**src/rtl/shift_pkg.sv**
```systemverilog
// Shared definitions for the multi-cycle shifter: op encodings and FSM states.
// Op codes match the single-step datapath shifter, with 00 taken for rotate-right.
package shift_pkg;

  localparam logic [1:0] SH_ROR = 2'b00;
  localparam logic [1:0] SH_LSL = 2'b01;
  localparam logic [1:0] SH_LSR = 2'b10;
  localparam logic [1:0] SH_ASR = 2'b11;

  typedef enum logic [1:0] {
    S_IDLE  = 2'd0,
    S_SHIFT = 2'd1,
    S_DONE  = 2'd2
  } state_e;

endpackage

```
**src/rtl/seq_shifter_if.sv**
```systemverilog
// Start/busy/done handshake between the controller (master) and the shifter (slave).
interface seq_shifter_if #(
  parameter int WIDTH = 16,
  parameter int AMT_W = 4
);

  logic             start;
  logic [1:0]       op;
  logic [AMT_W-1:0] amt;
  logic [WIDTH-1:0] din;
  logic             busy;
  logic             done;
  logic [WIDTH-1:0] dout;

  modport master (
    output start, op, amt, din,
    input  busy, done, dout
  );

  modport slave (
    input  start, op, amt, din,
    output busy, done, dout
  );

endinterface

```
**src/rtl/shift_step.sv**
```systemverilog
// One-bit-position shift of the accumulator; purely combinational.
module shift_step
  import shift_pkg::*;
#(
  parameter int WIDTH = 16
) (
  input  logic [WIDTH-1:0] acc,
  input  logic [1:0]       op,
  output logic [WIDTH-1:0] acc_next
);

  always_comb begin
    case (op)
      SH_ROR:  acc_next = {acc[0], acc[WIDTH-1:1]};
      SH_LSL:  acc_next = {acc[WIDTH-2:0], 1'b0};
      SH_LSR:  acc_next = {1'b0, acc[WIDTH-1:1]};
      default: acc_next = {acc[WIDTH-1], acc[WIDTH-1:1]};
    endcase
  end

endmodule

```
**src/rtl/seq_shifter.sv**
```systemverilog
// Multi-cycle shifter: applies amt single-bit steps to din, one per clock.
//   state   | meaning
//   S_IDLE  | waiting for start; acc holds the last result
//   S_SHIFT | stepping acc once per cycle while cnt counts down to 1
//   S_DONE  | one-cycle done pulse, result on dout
module seq_shifter
  import shift_pkg::*;
#(
  parameter int WIDTH = 16,
  parameter int AMT_W = 4
) (
  input  logic          clk,
  input  logic          reset,
  seq_shifter_if.slave  bus
);

  state_e           state_q, state_d;
  logic [WIDTH-1:0] acc_q, acc_d;
  logic [AMT_W-1:0] cnt_q, cnt_d;
  logic [1:0]       op_q, op_d;
  logic [WIDTH-1:0] acc_step;

  shift_step #(.WIDTH(WIDTH)) u_step (
    .acc      (acc_q),
    .op       (op_q),
    .acc_next (acc_step)
  );

  always_comb begin
    state_d = state_q;
    acc_d   = acc_q;
    cnt_d   = cnt_q;
    op_d    = op_q;
    case (state_q)
      S_IDLE: begin
        if (bus.start) begin
          acc_d   = bus.din;
          op_d    = bus.op;
          cnt_d   = bus.amt;
          state_d = (bus.amt == '0) ? S_DONE : S_SHIFT;
        end
      end
      S_SHIFT: begin
        acc_d = acc_step;
        cnt_d = cnt_q - AMT_W'(1);
        if (cnt_q == AMT_W'(1)) state_d = S_DONE;
      end
      S_DONE:  state_d = S_IDLE;
      default: state_d = S_IDLE;
    endcase
  end

  always_ff @(posedge clk) begin
    if (reset) begin
      state_q <= S_IDLE;
      acc_q   <= '0;
      cnt_q   <= '0;
      op_q    <= SH_ROR;
    end else begin
      state_q <= state_d;
      acc_q   <= acc_d;
      cnt_q   <= cnt_d;
      op_q    <= op_d;
    end
  end

  // Outputs decode registers only, so there is no input-to-output path.
  assign bus.busy = (state_q != S_IDLE);
  assign bus.done = (state_q == S_DONE);
  assign bus.dout = acc_q;

endmodule

```
**src/flat_wrapper.sv**
```systemverilog
// flat-port wrapper written by rule: the top's interface ports become plain ports
module seq_shifter_flat import shift_pkg::*;
#(
  parameter int WIDTH = 16,
  parameter int AMT_W = 4
)
  (clk, reset, bus_start, bus_op, bus_amt, bus_din, bus_busy, bus_done, bus_dout);
  seq_shifter_if #(.WIDTH(WIDTH), .AMT_W(AMT_W)) bus_i ();
  input  logic clk;
  input  logic reset;
  input wire logic [$bits(bus_i.start)-1:0] bus_start;
  input wire logic [$bits(bus_i.op)-1:0] bus_op;
  input wire logic [$bits(bus_i.amt)-1:0] bus_amt;
  input wire logic [$bits(bus_i.din)-1:0] bus_din;
  output wire logic [$bits(bus_i.busy)-1:0] bus_busy;
  output wire logic [$bits(bus_i.done)-1:0] bus_done;
  output wire logic [$bits(bus_i.dout)-1:0] bus_dout;
  assign bus_i.start = bus_start;
  assign bus_i.op = bus_op;
  assign bus_i.amt = bus_amt;
  assign bus_i.din = bus_din;
  assign bus_busy = bus_i.busy;
  assign bus_done = bus_i.done;
  assign bus_dout = bus_i.dout;
  seq_shifter #(.WIDTH(WIDTH), .AMT_W(AMT_W)) u_core (.clk(clk), .reset(reset), .bus(bus_i));
endmodule
```
**config.mk**
```make
export PLATFORM = sky130hd
export DESIGN_NAME = seq_shifter_flat
export DESIGN_NICKNAME = d
export VERILOG_FILES = /design/src/rtl/shift_pkg.sv /design/src/rtl/seq_shifter_if.sv /design/src/rtl/shift_step.sv /design/src/rtl/seq_shifter.sv /design/src/flat_wrapper.sv
export SDC_FILE = /design/constraint.sdc
export NUM_CORES = 1
export LEC_CHECK = 0
export BUFFER_PORTS_ARGS = -buffer_cell sky130_fd_sc_hd__clkbuf_2
export CORE_MARGIN = 3
export CORE_UTILIZATION = 50
export CTS_CLUSTER_DIAMETER = 30
export DETAILED_ROUTE_END_ITERATION = 6
export GPL_ROUTABILITY_DRIVEN = 0
export HOLD_SLACK_MARGIN = 0.02
export PLACE_DENSITY_LB_ADDON = 0.05
export SYNTH_ARGS = -nofsm -noshare
export SYNTH_HDL_FRONTEND = slang
export SYNTH_SLANG_ARGS = --single-unit
```
**constraint.sdc**
```tcl
create_clock -name clk -period 1.7 [get_ports clk]
set_clock_uncertainty 0.15 [all_clocks]
set_input_delay 0.255 -clock clk [delete_from_list [all_inputs] [get_ports clk]]
set_output_delay 0.255 -clock clk [all_outputs]
set_load 0.05 [all_outputs]
```
Word level (Yosys, flattened, before mapping)
Cells that the tools add are included.
W data, S select, Z words.
{ "classes": {"add_sub_neg": 1, "n_reduce_logical": 9, "n_mux": 9, "eq_ne": 8} }
{ "ops": {"columns": ["cell", "n"], "rows": [
  ["$pmux W16 S3", 1],
  ["$pmux W16 S2", 1],
  ["$mux W16", 1],
  ["$pmux W4 S2", 1],
  ["$mux W2", 3],
  ["$reduce_and A2 Y1", 3],
  ["$eq A2 B1 Y1 const B", 2],
  ["$eq A2 B2 Y1 const B", 2],
  ["$eq A4 B1 Y1 const B", 1],
  ["$logic_not A2 Y1", 2],
  ["$logic_not A4 Y1", 1],
  ["$mux W4", 1],
  ["$ne A4 B4 Y1 const B", 1],
  ["$pmux W2 S2", 1],
  ["$reduce_bool A2 Y1", 2],
  ["$sub A4 B1 Y4 const B", 1],
  ["$reduce_and A3 Y1", 1],
  ["$ne A2 B1 Y1 const B", 1],
  ["$ne A2 B2 Y1 const B", 1]
]} }
{ "word_totals": {"ff_bits": 24, "wordCells": 32, "input_bits": 25, "out_inout_bits": 18} }

Depth between registers and ports, before layout
{ "logic_depth": {"depth_word": 4, "mapped_depth": 7, "mapped_depth_nobuf": 5} }

By module
Synthesis repeated with hierarchy kept, for this count alone.
{ "hier_totals": {"cells_unflattened": 145, "area_unflattened_um2": 1527.7} }
{ "modules_own_cells": {"columns": ["module", "area_each_um2", "n_inst", "seq_area_each_um2", "cells_each"], "rows": [
  ["seq_shifter", 1265.0, 1, 480.5, 124],
  ["shift_step", 262.8, 1, 0.0, 21]
]} }

Worst setup path after synthesis
Ideal clock, no wire load.
{ "synth_path": {"path_type": "flip-flop to output port", "startpoint": "register u_core.state_q[1]", "endpoint": "output bus_done", "arrival_time_ns": 1.150, "path_buffers": 0, "t_required_ns": 1.295, "path_stages_with_launch": 2, "slack_ns": 0.145, "cell_sequence": "dfxtp_1 nor2b_1"} }
{ "synth_between": {"elab_chain_len": 1} }
{ "synth_rtl": {"columns": ["item", "line_no", "text"], "rows": [
  ["start: declaration", "seq_shifter.sv:17", "state_e state_q, state_d;"],
  ["start signal: assignment", "seq_shifter.sv:60", "state_q <= state_d;"],
  ["$eq A2 B2 Y1", "seq_shifter.sv:69", "assign bus.done = (state_q == S_DONE);"],
  ["end: declaration", "flat_wrapper.sv:16", "output wire logic [$bits(bus_i.done)-1:0] bus_done;"]
]} }
No other way between the ends.

Final worst setup path
{ "layout_path": {"startpoint": "register u_core.state_q[1]", "endpoint": "output bus_busy"} }
{ "layout_between": {"elab_chain_len": 1} }
{ "layout_rtl": {"columns": ["item", "line_no", "text"], "rows": [
  ["$reduce_bool A2 Y1", "seq_shifter.sv:68", "assign bus.busy = (state_q != S_IDLE);"],
  ["end: declaration", "flat_wrapper.sv:15", "output wire logic [$bits(bus_i.busy)-1:0] bus_busy;"]
]} }
No other way between the ends.

==> impl_metrics.env <==
export IMPL_status="finished, final reports clean"
export IMPL_viasPerCell=5.65
export IMPL_maxCapViolCount=0
export IMPL_ys_seq_elements=24
export IMPL_grt_max_degree=25
export IMPL_ys_warnings_count=0
export IMPL_cts_path_max_buffers=2
export IMPL_routed_wl_mm=3.30
export IMPL_core_area_mm2=0.00257
export IMPL_vias=1260
export IMPL_num_antenna_cells=0
export IMPL_wl_per_cell_um=14.8
export IMPL_met2_wirelength_mm=1.67
export IMPL_finalWorstSetupSlack_ns=0.0531
export IMPL_wl_met1_mm=1.41
export IMPL_remaining_drc_errors=0
export IMPL_ys_seq_area_frac=0.345
export IMPL_gr_usage_all_layers=0.206
export IMPL_crit_arrival_ns=1.24
export IMPL_worst_setup_path_start_kind="register"
export IMPL_cts_buffers=3
export IMPL_syn_cell_area_mm2=0.00139
export IMPL_htree_levels=1
export IMPL_slew_headroom=0.658
export IMPL_cp_end_kind="output pin"
export IMPL_rrSetupSlack_ns=0.09
export IMPL_final_cell_mix="clkbuf_2, dfxtp_1, nor2_1, a21oi_1, mux2i_1"
export IMPL_wl_met3_um=182
export IMPL_clkSinkCount=24
export IMPL_grt_pass1_vias=1313
export IMPL_fin_tns_setup_ns=0
export IMPL_dieArea_mm2=0.00345
export IMPL_worstSkewPairLatency_ns=0.32
export IMPL_hpwl_mm=2.44
export IMPL_setup_violations=0
export IMPL_cts_clk_slew_worst_paths_ns=0.14
export IMPL_combinationalPowerShare=0.392
export IMPL_slew_violations=0
export IMPL_dieWidth_um=58.8
export IMPL_fillerInstances=236
export IMPL_final_common_cell="clkbuf_2"
export IMPL_rsz0062_at_grt="no"
export IMPL_io_buffers=42
export IMPL_critPathKind="reg2out"
export IMPL_period_needed_ns=1.65
export IMPL_crit_fanout=7
export IMPL_final_hold_viol_count=0
export IMPL_drtIter0Drc=79
export IMPL_postSynthCellCount=150
export IMPL_tightest_slew_ns=0.513
export IMPL_root_buffer="clkbuf_4"
export IMPL_synth_nets=177
export IMPL_ios=43
export IMPL_syn_avg_cell_area_um2=9.28
export IMPL_yosys_area_top_type="dfxtp_1"
export IMPL_power_density_mw_per_mm2=1010
export IMPL_clkPwrFrac=0.187
export IMPL_fmax_mhz=607
export IMPL_seq_power_share=0.422
export IMPL_grt_overflow_total=0
export IMPL_dieHeight_um=58.8
export IMPL_finalNetCount=221
export IMPL_cts_tree="built"
export IMPL_ant_nets=0
export IMPL_pre_cts_ws_ns=0.0569
export IMPL_antenna_found_initial=0
export IMPL_synthToLayoutAreaGrowth_pct=18.5
export IMPL_p_leak_nw=0.794
export IMPL_synth_area_leaders="dfxtp_1, mux2i_1, a221oi_2, mux2_4, a21oi_1"
export IMPL_p_sw_frac=0.400
export IMPL_finalCritPeriodShare=0.969
export IMPL_p_int_mw=1.00
export IMPL_ir_worst_vdd_uv=686
export IMPL_required_ns=1.29
export IMPL_rows=18
export IMPL_min_path_type="in2reg"
export IMPL_synth_top_area_frac=0.345
export IMPL_drive_above_1_share=0.373
export IMPL_grt_pass1_wl_mm=5.57
export IMPL_yosys_cell_types_count=32
export IMPL_highest_layer="met4"
export IMPL_power_switching_uw=667
export IMPL_dr_pass1_iters=4
export IMPL_start_util=0.542
## through the flow
step,cells,hold slack (ns),util,area (um^2),power (mW)
5_1_grt,223,0.0576,0.642,1650,1.78
2_1_floorplan,150,0.174,-,1390,1.23
3_3_place_gp,218,0.324,0.621,1590,1.35
4_1_cts,223,0.0231,0.641,1650,1.68
3_5_place_dp,218,0.342,0.621,1590,1.37
6_report,223,0.0226,0.642,1650,1.67
## what timing repair did
| item | 4_1_cts | 5_1_grt |
|---|---|---|
| hold buffers | 1 | 0 |
| gates resized for setup | 3 | 3 |
| setup endpoints to repair | 1 | 4 |
| hold endpoints to repair | 1 | 0 |
| buffers inserted | 0 | 0 |
## worst paths after layout
check,startpoint,endpoint,cells past startpoint
worst max-delay path,u_core.state_q[1]$_SDFFE_PP0P_,bus_busy,2
worst min-delay path,bus_op[1],u_core.op_q[1]$_SDFFE_PP0P_,3
worst max register to register,u_core.op_q[1]$_SDFFE_PP0P_,u_core.bus.dout[4]$_SDFFE_PP0P_,5
worst min register to register,u_core.bus.dout[1]$_SDFFE_PP0P_,u_core.bus.dout[1]$_SDFFE_PP0P_,2
## power groups by stage
stage | registers, mW | clock network, mW | logic [mW]
finish | 0.704 | 0.311 | 0.654
global route | 0.717 | 0.351 | 0.710
CTS | 0.704 | 0.323 | 0.657
detailed placement | 0.716 | 0 | 0.652
global placement | 0.712 | 0 | 0.637
floorplan | 0.856 | 0 | 0.372
## Yosys cell counts
cell type / instances
mux2i_1: 12
a31oi_1: 1
or2_2: 1
dfxtp_1: 24
nand3_1: 1
o21ai_0: 9
nand2_1: 9
a211o_1: 1
nor2b_4: 1
a2111oi_2: 1
o22ai_1: 1
nand2b_1: 2
inv_1: 5
o21ba_2: 1
buf_6: 5
a221oi_2: 5
or4_4: 1
nor3_1: 8
a21o_1: 9
mux2_4: 5
clkbuf_1: 3
nor2_1: 14
o21a_1: 1
a211oi_1: 6
nor2_4: 1
nor2b_1: 1
a32oi_1: 2
buf_4: 2
a21oi_1: 14
ha_1: 2
buf_8: 1
o21bai_1: 1
## cell families after synthesis
family                   share of synthesized area
AO/OA/AOI/OAI                                0.274
flip-flops                                   0.345
buffers and inverters                       0.0836
adder cells (fa/ha/maj)                     0.0180
multiplexers                                 0.140
AND/OR/NAND/NOR                              0.138
## worst max-delay path, cell delays in order, from the launching register on
cell     delay (ns)
dfxtp_2        0.38
or2_2          0.34
buf_4          0.20
## area by class of cell
class | instances | area (um^2) | area share
well taps | 30 | 37.5 | 0.0228
inverters | 5 | 18.8 | 0.0114
multi-input cells | 110 | 795 | 0.482
clock buffers | 4 | 36.3 | 0.0220
repair buffers | 50 | 275 | 0.167
flip-flops and latches | 24 | 487 | 0.295
## sequential cells by signal, summed over array words and instances, names as in the netlist
name             flops
u_core.bus.dout     16
u_core.state_q       2
u_core.cnt_q         4
u_core.op_q          2
## per-layer routing
metal / vias to the layer above / track usage
met5: - / 0
met4: 0 / 0.0874
met3: 5 / 0.0197
met2: 39 / 0.360
met1: 583 / 0.256
li1: 633 / -
No activity file was read; power rests on OpenSTA's default activity.
